--- src/rtl/rx_sync_controller.sv ---
// Receive-side frame synchronizer: waits for peak-detector lock, reduces the
// detector offset to a symbol phase, then strobes and captures a payload.
module rx_sync_controller #(
  parameter int unsigned WAVELENGTH      = 8,
  parameter int unsigned PREAMBLE_LENGTH = 4,
  parameter int unsigned PAYLOAD_BITS    = 8,
  parameter int unsigned SEARCH_TIMEOUT  = 1024,
  localparam int unsigned SAMPLE_COUNT   = WAVELENGTH * PREAMBLE_LENGTH,
  localparam int unsigned OFF_W          = $clog2(SAMPLE_COUNT) + 1,
  localparam int unsigned PH_W           = $clog2(WAVELENGTH)
) (
  input  logic                    clk,
  input  logic                    reset,
  input  logic                    enable,
  input  logic                    det_ready,
  input  logic [OFF_W-1:0]        det_offset,
  input  logic                    bit_in,
  output logic                    det_clear,
  output logic [PH_W-1:0]         phase,
  output logic                    symbol_strobe,
  output logic [PAYLOAD_BITS-1:0] payload,
  output logic                    payload_valid,
  output logic                    busy,
  output logic                    timeout,
  output logic [2:0]              state
);

  localparam int unsigned SC_W = $clog2(SEARCH_TIMEOUT);
  localparam int unsigned BC_W = $clog2(PAYLOAD_BITS + 1);

  typedef enum logic [2:0] {
    ST_IDLE    = 3'd0,
    ST_SEARCH  = 3'd1,
    ST_ALIGN   = 3'd2,
    ST_RECEIVE = 3'd3,
    ST_DONE    = 3'd4
  } state_e;

  state_e                  state_q, state_d;
  logic [SC_W-1:0]         search_q, search_d;
  logic [OFF_W-1:0]        work_q, work_d;
  logic [PH_W-1:0]         phase_q, phase_d;
  logic [PH_W-1:0]         sym_q, sym_d;
  logic [BC_W-1:0]         bit_q, bit_d;
  logic [PAYLOAD_BITS-1:0] payload_q, payload_d;
  logic                    timeout_q, timeout_d;
  logic                    strobe_q, strobe_d;
  logic                    valid_q, valid_d;
  logic                    clear_q, clear_d;
  logic                    busy_q, busy_d;

  // State and output registers
  always_ff @(posedge clk) begin
    if (reset) begin
      state_q   <= ST_IDLE;
      search_q  <= '0;
      work_q    <= '0;
      phase_q   <= '0;
      sym_q     <= '0;
      bit_q     <= '0;
      payload_q <= '0;
      timeout_q <= 1'b0;
      strobe_q  <= 1'b0;
      valid_q   <= 1'b0;
      clear_q   <= 1'b1;
      busy_q    <= 1'b0;
    end else begin
      state_q   <= state_d;
      search_q  <= search_d;
      work_q    <= work_d;
      phase_q   <= phase_d;
      sym_q     <= sym_d;
      bit_q     <= bit_d;
      payload_q <= payload_d;
      timeout_q <= timeout_d;
      strobe_q  <= strobe_d;
      valid_q   <= valid_d;
      clear_q   <= clear_d;
      busy_q    <= busy_d;
    end
  end

  // Next-state logic; strobe_q already marks the cycle where sym_q == phase_q
  always_comb begin
    state_d   = state_q;
    search_d  = search_q;
    work_d    = work_q;
    phase_d   = phase_q;
    sym_d     = sym_q;
    bit_d     = bit_q;
    payload_d = payload_q;
    timeout_d = timeout_q;

    case (state_q)
      ST_IDLE: begin
        if (enable) begin
          state_d   = ST_SEARCH;
          search_d  = '0;
          timeout_d = 1'b0;
        end
      end
      ST_SEARCH: begin
        if (!enable) begin
          state_d = ST_IDLE;
        end else if (det_ready) begin
          work_d  = det_offset;
          state_d = ST_ALIGN;
        end else if (search_q == SC_W'(SEARCH_TIMEOUT - 1)) begin
          timeout_d = 1'b1;
          state_d   = ST_IDLE;
        end else begin
          search_d = search_q + SC_W'(1);
        end
      end
      ST_ALIGN: begin
        if (!enable) begin
          state_d = ST_IDLE;
        end else if (work_q >= OFF_W'(WAVELENGTH)) begin
          work_d = work_q - OFF_W'(WAVELENGTH);
        end else begin
          phase_d = work_q[PH_W-1:0];
          sym_d   = '0;
          bit_d   = '0;
          state_d = ST_RECEIVE;
        end
      end
      ST_RECEIVE: begin
        if (!enable) begin
          state_d = ST_IDLE;
        end else begin
          sym_d = (sym_q == PH_W'(WAVELENGTH - 1)) ? '0 : sym_q + PH_W'(1);
          if (strobe_q) begin
            payload_d = (payload_q << 1) | PAYLOAD_BITS'(bit_in);
            bit_d     = bit_q + BC_W'(1);
            if (bit_q == BC_W'(PAYLOAD_BITS - 1)) begin
              state_d = ST_DONE;
            end
          end
        end
      end
      ST_DONE: begin
        state_d = ST_IDLE;
      end
      default: begin
        state_d = ST_IDLE;
      end
    endcase
  end

  // Registered outputs are derived from the upcoming state
  always_comb begin
    strobe_d = 1'b0;
    valid_d  = 1'b0;
    clear_d  = 1'b0;
    busy_d   = 1'b0;
    strobe_d = (state_d == ST_RECEIVE) && (sym_d == phase_d);
    valid_d  = (state_d == ST_DONE);
    clear_d  = (state_d == ST_IDLE) || (state_d == ST_DONE);
    busy_d   = (state_d != ST_IDLE);
  end

  assign det_clear     = clear_q;
  assign phase         = phase_q;
  assign symbol_strobe = strobe_q;
  assign payload       = payload_q;
  assign payload_valid = valid_q;
  assign busy          = busy_q;
  assign timeout       = timeout_q;
  assign state         = state_q;

endmodule
--- config.mk ---
export PLATFORM = sky130hd
export DESIGN_NAME = rx_sync_controller
export DESIGN_NICKNAME = d
export VERILOG_FILES = /design/src/rtl/rx_sync_controller.sv
export SDC_FILE = /design/constraint.sdc
export NUM_CORES = 1
export LEC_CHECK = 0
export CAP_MARGIN = 15
export CORE_MARGIN = 10
export CORE_UTILIZATION = 33
export DETAILED_ROUTE_END_ITERATION = 7
export PLACE_DENSITY = 0.55
export SYNTH_ARGS = -nofsm -noshare
export SYNTH_HDL_FRONTEND = slang
export SYNTH_SLANG_ARGS = --single-unit
--- constraint.sdc ---
create_clock -name clk -period 2.1 [get_ports clk]
set_input_delay 0.42 -clock clk [delete_from_list [all_inputs] [get_ports clk]]
set_output_delay 0.42 -clock clk [all_outputs]
set_load 0.1 [all_outputs]
== After elaboration in Yosys (flattened, before gate mapping) ==
Cells that the tools add are included.
W data, S select, Z words.

* Output and inout port bits: 19
* Input port bits: 11
* Register bits after elaboration: 42

* Add/subtract/negate cells: 4
* Reductions and logical operators: 13
* Order comparisons: 1
* Muxes and demuxes: 38
* Bitwise operators: 1
* Eq/ne operators: 20

{| class="wikitable"
|+ Operators with widths
! kind !! count
|-
| $mux W3 || 16
|-
| $mux W10 || 4
|-
| $mux W6 || 4
|-
| $ne A2 B2 Y1 const B || 11
|-
| $pmux W10 S2 || 1
|-
| $reduce_and A5 Y1 || 4
|-
| $mux W4 || 4
|-
| $pmux W3 S4 || 1
|-
| $pmux W6 S2 || 1
|-
| $add A10 B1 Y10 const B || 1
|-
| $eq A10 B10 Y1 const B || 1
|-
| $eq A3 B2 Y1 const B || 3
|-
| $or A8 B1 Y8 || 1
|-
| $pmux W4 S2 || 1
|-
| $eq A3 B3 Y1 const B || 2
|-
| $ge A6 B4 Y1 const B || 1
|-
| $logic_not A3 Y1 || 2
|-
| $pmux W3 S2 || 1
|-
| $reduce_bool A2 Y1 || 3
|-
| $sub A6 B4 Y6 const B || 1
|-
| $add A4 B1 Y4 const B || 1
|-
| $eq A4 B3 Y1 const B || 1
|-
| $mux W1 || 4
|-
| $add A3 B1 Y3 const B || 1
|-
| 7 further kinds || 7
|}

== Depth between registers and ports, before layout ==
Gate-level depths: netlist (run 1).

* Word-level depth: 7
* Mapped depth: 7
* Depth with buffers taken out: 7

== Worst setup path after synthesis (run 1) ==
Ideal clock, no wire load.

* Kind: register -> register
* Start point: reg state_q[0], in the netlist state[0]
* End point: reg strobe_q, in the netlist symbol_strobe
* Data arrival time: 2289 ps
* Path slack: -293 ps
* Required time: 1997 ps
* Cell stages (with the launch flop): 8
* Path buffers: 2
* Setup time: 103 ps
* Path through: dfxtp_1 -> buf_4 -> and4b_1 -> buf_6 -> mux2i_1 -> xor2_1 -> o211ai_1 -> a2111oi_2

* Cells in the longest elaborated chain, start to end: 6
* Elaborated cells between the ends (all ways): 19
* Those cells by class: 5 x eq/ne; 12 x mux; 2 x reduce/logical

{| class="wikitable"
|+ RTL lines
! item !! line !! RTL
|-
| start: declaration || 39 || <nowiki>state_e state_q, state_d;</nowiki>
|-
| start signal: assignment || 68 || <nowiki>state_q <= state_d;</nowiki>
|-
| $mux W3, on equally long branches || 135, 108 ||
|-
| $mux W3, on equally long branches || 132, 105 ||
|-
| $mux W3, on equally long branches || 128, 103 ||
|-
| $pmux W3 S4 || 94 || <nowiki>case (state_q)</nowiki>
|-
| $eq A3 B2 Y1 || 156 || <nowiki>strobe_d = (state_d == ST_RECEIVE) && (sym_d == phase_d);</nowiki>
|-
| $logic_and A1 B1 Y1 * || 156 ||
|-
| end signal: assignment || 76 || <nowiki>strobe_q <= strobe_d;</nowiki>
|-
| end: declaration || 47 || <nowiki>logic strobe_q, strobe_d;</nowiki>
|}

Mark *: on every way between the ends. The rest lies on a longest branch, timed or not.
A chain may end at the register's enable or synchronous reset.

== Worst setup path in the final report (run 1) ==
* Start point: in enable
* End point: reg strobe_q, in the netlist symbol_strobe

* Cells in the longest elaborated chain, start to end: 4
* Elaborated cells between the ends (all ways): 13
* Those cells by class: 2 x eq/ne; 10 x mux; 1 x reduce/logical

{| class="wikitable"
|+ RTL lines
! item !! line !! RTL
|-
| start: declaration || 14 || <nowiki>input logic enable,</nowiki>
|-
| $mux W3, on equally long branches || -- ||
|-
| $pmux W3 S4 (tied with other cells) || 94 ||
|-
| $eq A3 B2 Y1 or $eq A3 B3 Y1 (tied branches) || 156 ||
|-
| $logic_and A1 B1 Y1 * || 156 ||
|}

Marked as above.

==> flow_summary.json, run 1 <==
{
  "max_clock_freq_ghz": 0.510,
  "start_util_pct": 34.2,
  "cts.sinks": 42,
  "tritoncts": "built",
  "coreArea_sq_um": 5960,
  "utilization_pct": 42.9,
  "grt_pass1_wl_microns": 8090,
  "grt_antenna_before_repair": 0,
  "final_design_area_no_fill_sq_um": 2550,
  "setup_violations": 0,
  "fp.dieW_microns": 98.5,
  "drt_drc": 0,
  "worstSetupStartpointType": "input port",
  "setup-tns-final_ns": 0,
  "number_of_enable_flip_flop_cells_after_synthesis": 0,
  "cts.htree.levels": 2,
  "synthTopCellsByArea": "dfxtp_1, a21oi_1, nand2_1",
  "post-place-cells": 337,
  "timing_worst_slew_pin_value_ns": 0.349,
  "synth_area_in_compound_gates_pct": 15.9,
  "portBuffers": 29,
  "critical_path_required_time_ns": 2.31,
  "n_fill_cell": 606,
  "cp_top_family": "buffers and inverters",
  "num_rows": 28,
  "stdcell_count": 345,
  "crit_path_max_fanout": 6,
  "synth_sequential_area_ratio_pct": 41.3,
  "viasPerCell": 4.88,
  "vias_in_the_first_global_route": 1702,
  "critPathArrivalTime_ns": 2.17,
  "final.setup_skew_ns": 0.00419,
  "drtAntennaViolNets": 0,
  "type_of_the_setup_path_with_the_least_slack": "input port to flop",
  "insertedDiodeCount": 0,
  "synth-seq-cells": 42,
  "first_pass_iters": 4,
  "post-dp-hpwl_microns": 3560,
  "crit_path_buf_inv_count": 1,
  "io_pins": 30,
  "status": "completed",
  "timing.final.max_slew_violations": 0,
  "worstSetupEndpointType": "flop",
  "wl_per_cell_microns": 13.7,
  "cts.reportedPaths.clkPinSlew_ns": 0.09,
  "gpl.final_weighted_congestion": 0.768,
  "post-synth-top-area-cell": "dfxtp_1",
  "postSynth.asyncResetShare_pct": 0,
  "post_synth.cell_area_avg_sq_um": 8.85,
  "timing_hold_violations_final": 0,
  "grt-ovfl-total": 0,
  "postSynthNetCount": 246,
  "maximum_cell_stage_delay_along_the_critical_path_ns": 0.53,
  "synth.yosys.warnings": 0,
  "finalNetCount": 285,
  "final_period_minus_worst_setup_slack_ns": 1.96,
  "root_driver": "clkbuf_8",
  "area_growth_syn_to_layout_pct": 25.4,
  "synth_top_flop_cell": "dfxtp_1",
  "power-per-cell-area_nw_per_um2": 646,
  "synth_xor_area_share_pct": 6.02,
  "power.static_leakage_nw": 0.950,
  "netlist-cell-type-count": 49,
  "timing.critical_path.cells": "clkdlybuf4s50_1 > and4b_2 > mux2i_1 > xor2_1 > o211ai_1 > a2111oi_2",
  "clock_buffer_depth": 2,
  "timing.max_cap.violations": 0,
  "crit_path_top_delay_cell": "clkdlybuf4s50_1",
  "mappedNetlistArea_sq_um": 2040,
  "place_area_sq_um": 2440,
  "synth.area.mux_share_pct": 2.95,
  "fp.dieArea_sq_um": 9710,
  "synthSimpleGateAreaFrac_pct": 25.8,
  "synthCells": 230,
  "hold_path.class": "flop to flop",
  "post-route-period-util_pct": 93.3,
  "maxSlewHeadroom_pct": 76.8,
  "layout-drive-gt1-share_pct": 23.7,
  "clock_latency_ns": 0.30,
  "largest_net_degree_at_the_start_of_global_routing": 23,
  "post-cts-setup-buffer-count": 0,
  "finalWirelength_microns": 4720,
  "synthAdderAreaFrac_pct": 3.07,
  "synth_top_family_by_area": "simple AND/OR/NAND/NOR gates",
  "synth_top_cell_area_share_pct": 41.3,
  "cts_made_buffers": 5,
  "count_of_vias_placed_by_the_detailed_router": 1683,
  "hold-worst-slack_ns": 0.473,
  "detailedRoute.firstIterationViolations": 36,
  "die_y_microns": 98.5,
  "grt_use_total_pct": 9.91,
  "rsz_0062_raised_after_global_routing": "false",
  "worst_case_vdd_ir_drop_v": 0.000283
}
-- registers in the layout (all words and copies together) (netlist names) --
register,count
payload_valid,1
work_q,6
bit_q,4
search_q,10
det_clear,1
payload,8
sym_q,3
busy,1
phase,3
symbol_strobe,1
state,3
timeout,1
-- path summary, 6_finish.rpt --
kind	from	end	slack [ns]	cells past startpoint
max reg2reg	search_q[0]$_SDFFE_PP0P_	search_q[7]$_SDFFE_PP0P_	0.35	5
min	timeout$_SDFFE_PP0P_	timeout$_SDFFE_PP0P_	0.47	2
min reg2reg	timeout$_SDFFE_PP0P_	timeout$_SDFFE_PP0P_	0.47	2
max	enable	symbol_strobe$_SDFF_PP0_	0.14	6
-- layer usage --
layer / up-vias / share of wire (%) / global-route usage (%)
met5: - / 0 / 0
met4: 0 / 1.5 / 3.64
met3: 5 / 5.6 / 3.63
met2: 31 / 46 / 15.7
met1: 760 / 46 / 11.9
li1: 887 / - / -
-- worst register-to-register path, stage by stage (launching register included) --
cell	delay, ns
dfxtp_1	0.35
ha_1	0.28
a41o_1	0.36
a2111oi_2	0.45
xnor2_1	0.16
nor2_1	0.05
-- cells in the final DEF (no fill, tap or decap), types with 3 or more instances in the layout --
master / Yosys / layout
o21ai_0: 4 / 4
nand4_1: 4 / 4
a2111oi_2: 4 / 4
dfxtp_2: 0 / 3
and3_1: 3 / 3
clkdlybuf4s50_1: 0 / 10
nor2_1: 22 / 22
mux2i_1: 6 / 6
a31oi_1: 3 / 3
a21oi_1: 22 / 22
nand3_1: 16 / 16
nor3_1: 6 / 6
and2b_2: 3 / 3
clkbuf_8: 0 / 5
buf_4: 1 / 34
inv_1: 3 / 3
nand2_1: 29 / 29
xor2_1: 5 / 5
xnor2_1: 9 / 9
dfxtp_1: 42 / 39
ha_1: 5 / 5
-- cell families after synthesis --
family	count (synthesis)
adders and majority gates	5
and+or+nand+nor	101
muxes	6
buffers and inverters	17
AOI/OAI and AO/OA	45
xor gates and xnor gates	14
DFF	42
-- synthesized netlist by cell type (3+ instances only) --
| library cell | n |
|---|---|
| nand3_1 | 16 |
| clkbuf_1 | 6 |
| buf_6 | 3 |
| and3_1 | 3 |
| o21ai_0 | 4 |
| mux2i_1 | 6 |
| a21oi_1 | 22 |
| xnor2_1 | 9 |
| dfxtp_1 | 42 |
| inv_1 | 3 |
| xor2_1 | 5 |
| nand4_1 | 4 |
| a31oi_1 | 3 |
| and2b_2 | 3 |
| nor2_1 | 22 |
| a2111oi_2 | 4 |
| nor3_1 | 6 |
| ha_1 | 5 |
| nand2_1 | 29 |
-- through the flow --
stage               worst slack [ns]  power, mW
finish                         0.140       1.65
global route                  0.0184       1.72
CTS                           0.0873       1.68
detailed placement            -0.242       1.01
global placement              -0.134       1.01
floorplan                     0.0449      0.949
-- power by group --
group,internal [mW],switching [mW],leakage (nW),total (mW)
sequential,0.806,0.00974,0.341,0.816
combinational,0.0668,0.107,0.551,0.174
clock,0.357,0.303,0.0585,0.660
-- what timing repair did --
| action | in CTS | in global routing |
|---|---|---|
| setup endpoints to repair | 0 | 1 |
| hold buffers | 0 | 0 |
| resized for setup | 0 | 1 |
-- area by class of cell --
type	instances	area, sq um	share of cell area, %
clock inverter	3	43.8	1.72
sequential	42	845	33.1
tap	75	93.8	3.68
inverter	3	11.3	0.441
multi-input combinational	171	1090	42.9
timing repair buffer	46	395	15.5
clock buffer	5	68.8	2.70
Power figures use the tool's default switching activity.
==> run 2, diff against run 1 <==
SLEW_MARGIN = 20   (was unset)
clock period = 1.9 ns   (was 2.1 ns; I/O delays follow)
==> run 2 against run 1 <==
Wire length increased by 0.68%. Flip-flop and latch count unchanged. Register-to-register slack got worse by 0.17 ns. Setup slack got worse by 0.040 ns. Sequential share of layout area decreased by 2.4 points. Combinational power increased by 19%. Worst hold slack got worse by 0.0085 ns. Clock skew increased by 0.0020 ns. Critical path type unchanged. Critical endpoint unchanged. Largest power group unchanged.
==> flow_summary.json, run 2 (synthesis gave the netlist of run 1 again) <==
{
  "worst_case_vdd_ir_drop_v": 0.000297,
  "place_area_sq_um": 2620,
  "timing.critical_path.cells": "clkdlybuf4s50_1 > and4b_2 > buf_4 > mux2i_1 > xor2_1 > o211ai_1 > a2111oi_2",
  "root_driver": "clkbuf_8",
  "cts_made_buffers": 5,
  "grt_pass1_wl_microns": 7870,
  "detailedRoute.firstIterationViolations": 88,
  "largest_net_degree_at_the_start_of_global_routing": 22,
  "count_of_vias_placed_by_the_detailed_router": 1718,
  "viasPerCell": 4.88,
  "layout_commonest_cell": "dfxtp_1",
  "gpl.final_weighted_congestion": 0.815,
  "post-dp-hpwl_microns": 3540,
  "max_clock_freq_ghz": 0.555,
  "fp.dieArea_sq_um": 9710,
  "vias_in_the_first_global_route": 1546,
  "stdcell_count": 352,
  "hold-worst-slack_ns": 0.465,
  "setup_violations": 0,
  "power.static_leakage_nw": 1.02,
  "status": "completed",
  "worstSetupStartpointType": "input port",
  "first_pass_iters": 4,
  "io_pins": 30,
  "grt_antenna_before_repair": 0,
  "cts.reportedPaths.clkPinSlew_ns": 0.08,
  "n_fill_cell": 586,
  "cts_hold_buffers": 0,
  "hold_path.class": "flop to flop",
  "largest_register_ff_count": 10,
  "critical_path_required_time_ns": 2.09,
  "critPathArrivalTime_ns": 1.99,
  "power-per-cell-area_nw_per_um2": 622,
  "utilization_pct": 46.4,
  "rsz_0062_raised_after_global_routing": "false",
  "wl_per_cell_microns": 13.5,
  "finalWirelength_microns": 4750,
  "regMostFlops": "search_q",
  "post-route-period-util_pct": 94.7,
  "timing_worst_slew_pin_value_ns": 0.343,
  "area_growth_syn_to_layout_pct": 35.6,
  "grt_use_total_pct": 9.72,
  "clock_buffer_depth": 2,
  "coreArea_sq_um": 5960,
  "timing_hold_violations_final": 0,
  "final_cell_mix": "dfxtp_1, nand2_1, buf_4, a21oi_1, nor2_1",
  "grt-ovfl-total": 0,
  "clock_latency_ns": 0.29,
  "finalNetCount": 292,
  "drt_drc": 0,
  "start_util_pct": 34.2,
  "post-place-cells": 339,
  "cp_top_family": "buffers and inverters",
  "fp.dieW_microns": 98.5,
  "final_period_minus_worst_setup_slack_ns": 1.80,
  "insertedDiodeCount": 0,
  "cts.sinks": 42,
  "crit_path_buf_inv_count": 2,
  "crit_path_max_fanout": 4,
  "timing.max_cap.violations": 0,
  "maxSlewHeadroom_pct": 77.1,
  "drtAntennaViolNets": 0,
  "tritoncts": "built",
  "cts.htree.levels": 2,
  "crit_path_top_delay_cell": "clkdlybuf4s50_1",
  "final.setup_skew_ns": 0.00624,
  "timing.final.max_slew_violations": 0,
  "type_of_the_setup_path_with_the_least_slack": "input port to flop",
  "die_y_microns": 98.5,
  "num_rows": 28,
  "layout-drive-gt1-share_pct": 27.1,
  "portBuffers": 29,
  "final_design_area_no_fill_sq_um": 2760,
  "worstSetupEndpointType": "flop",
  "maximum_cell_stage_delay_along_the_critical_path_ns": 0.49
}
-- run 2: cell count changes in the layout (fill, tap and decap cells not counted), sizes merged --
cell    delta
bufinv     -1
buf        +7
clkbuf     +1
-- run 2: layer usage --
metal  global-route usage (%)  part of all wire [%]  vias to the layer above
li1                         -                     -                      893
met1                     13.2                    50                      788
met2                     13.9                    44                       33
met3                     3.07                   4.7                        4
met4                     3.64                   1.4                        0
met5                        0                     0                        -
-- run 2: final cells by class --
type / instances / area [sq um] / area share (%)
Tap cell: 75 / 93.8 / 3.40
Inverter: 3 / 11.3 / 0.408
Sequential cell: 42 / 848 / 30.7
Multi-Input combinational cell: 171 / 1100 / 40.0
Timing Repair Buffer: 53 / 611 / 22.1
Clock buffer: 6 / 82.6 / 2.99
Clock inverter: 2 / 11.3 / 0.408
-- run 2: repair_timing --
action                     in CTS  in global routing
resized for setup               0                  5
buffers inserted                0                  5
setup endpoints to repair       0                  3
-- run 2: power by group --
group | switching, mW | internal (mW)
registers | 0.0102 | 0.890
logic | 0.123 | 0.0835
clock network | 0.318 | 0.293
-- run 2: worst reg2reg max path: cells and delay by family, from the launching register on --
family                    cells  cell delay [ns]
xor gates and xnor gates      1             0.21
DFF                           1             0.36
AOI/OAI and AO/OA             1             0.27
and+or+nand+nor               3             0.78
-- run 2: path summary, 6_finish.rpt --
path	start	end	slack, ns	cells past startpoint
max	enable	symbol_strobe$_SDFF_PP0_	0.1	7
min	payload[7]$_SDFFE_PP0P_	payload[7]$_SDFFE_PP0P_	0.46	2
max reg2reg	work_q[4]$_SDFFE_PP0P_	bit_q[3]$_SDFFE_PP0P_	0.18	5
min reg2reg	payload[7]$_SDFFE_PP0P_	payload[7]$_SDFFE_PP0P_	0.46	2
-- run 2: stage by stage --
| stage | setup slack [ns] | total power, mW | TNS, ns |
|---|---|---|---|
| detailed placement | -0.291 | 1.12 | -2.56 |
| CTS | 0.0225 | 1.74 | 0 |
| floorplan | -0.0787 | 1.05 | -0.0787 |
| global placement | -0.249 | 1.12 | -1.99 |
| global route | 0.00726 | 1.79 | 0 |
| finish | 0.0998 | 1.72 | 0 |
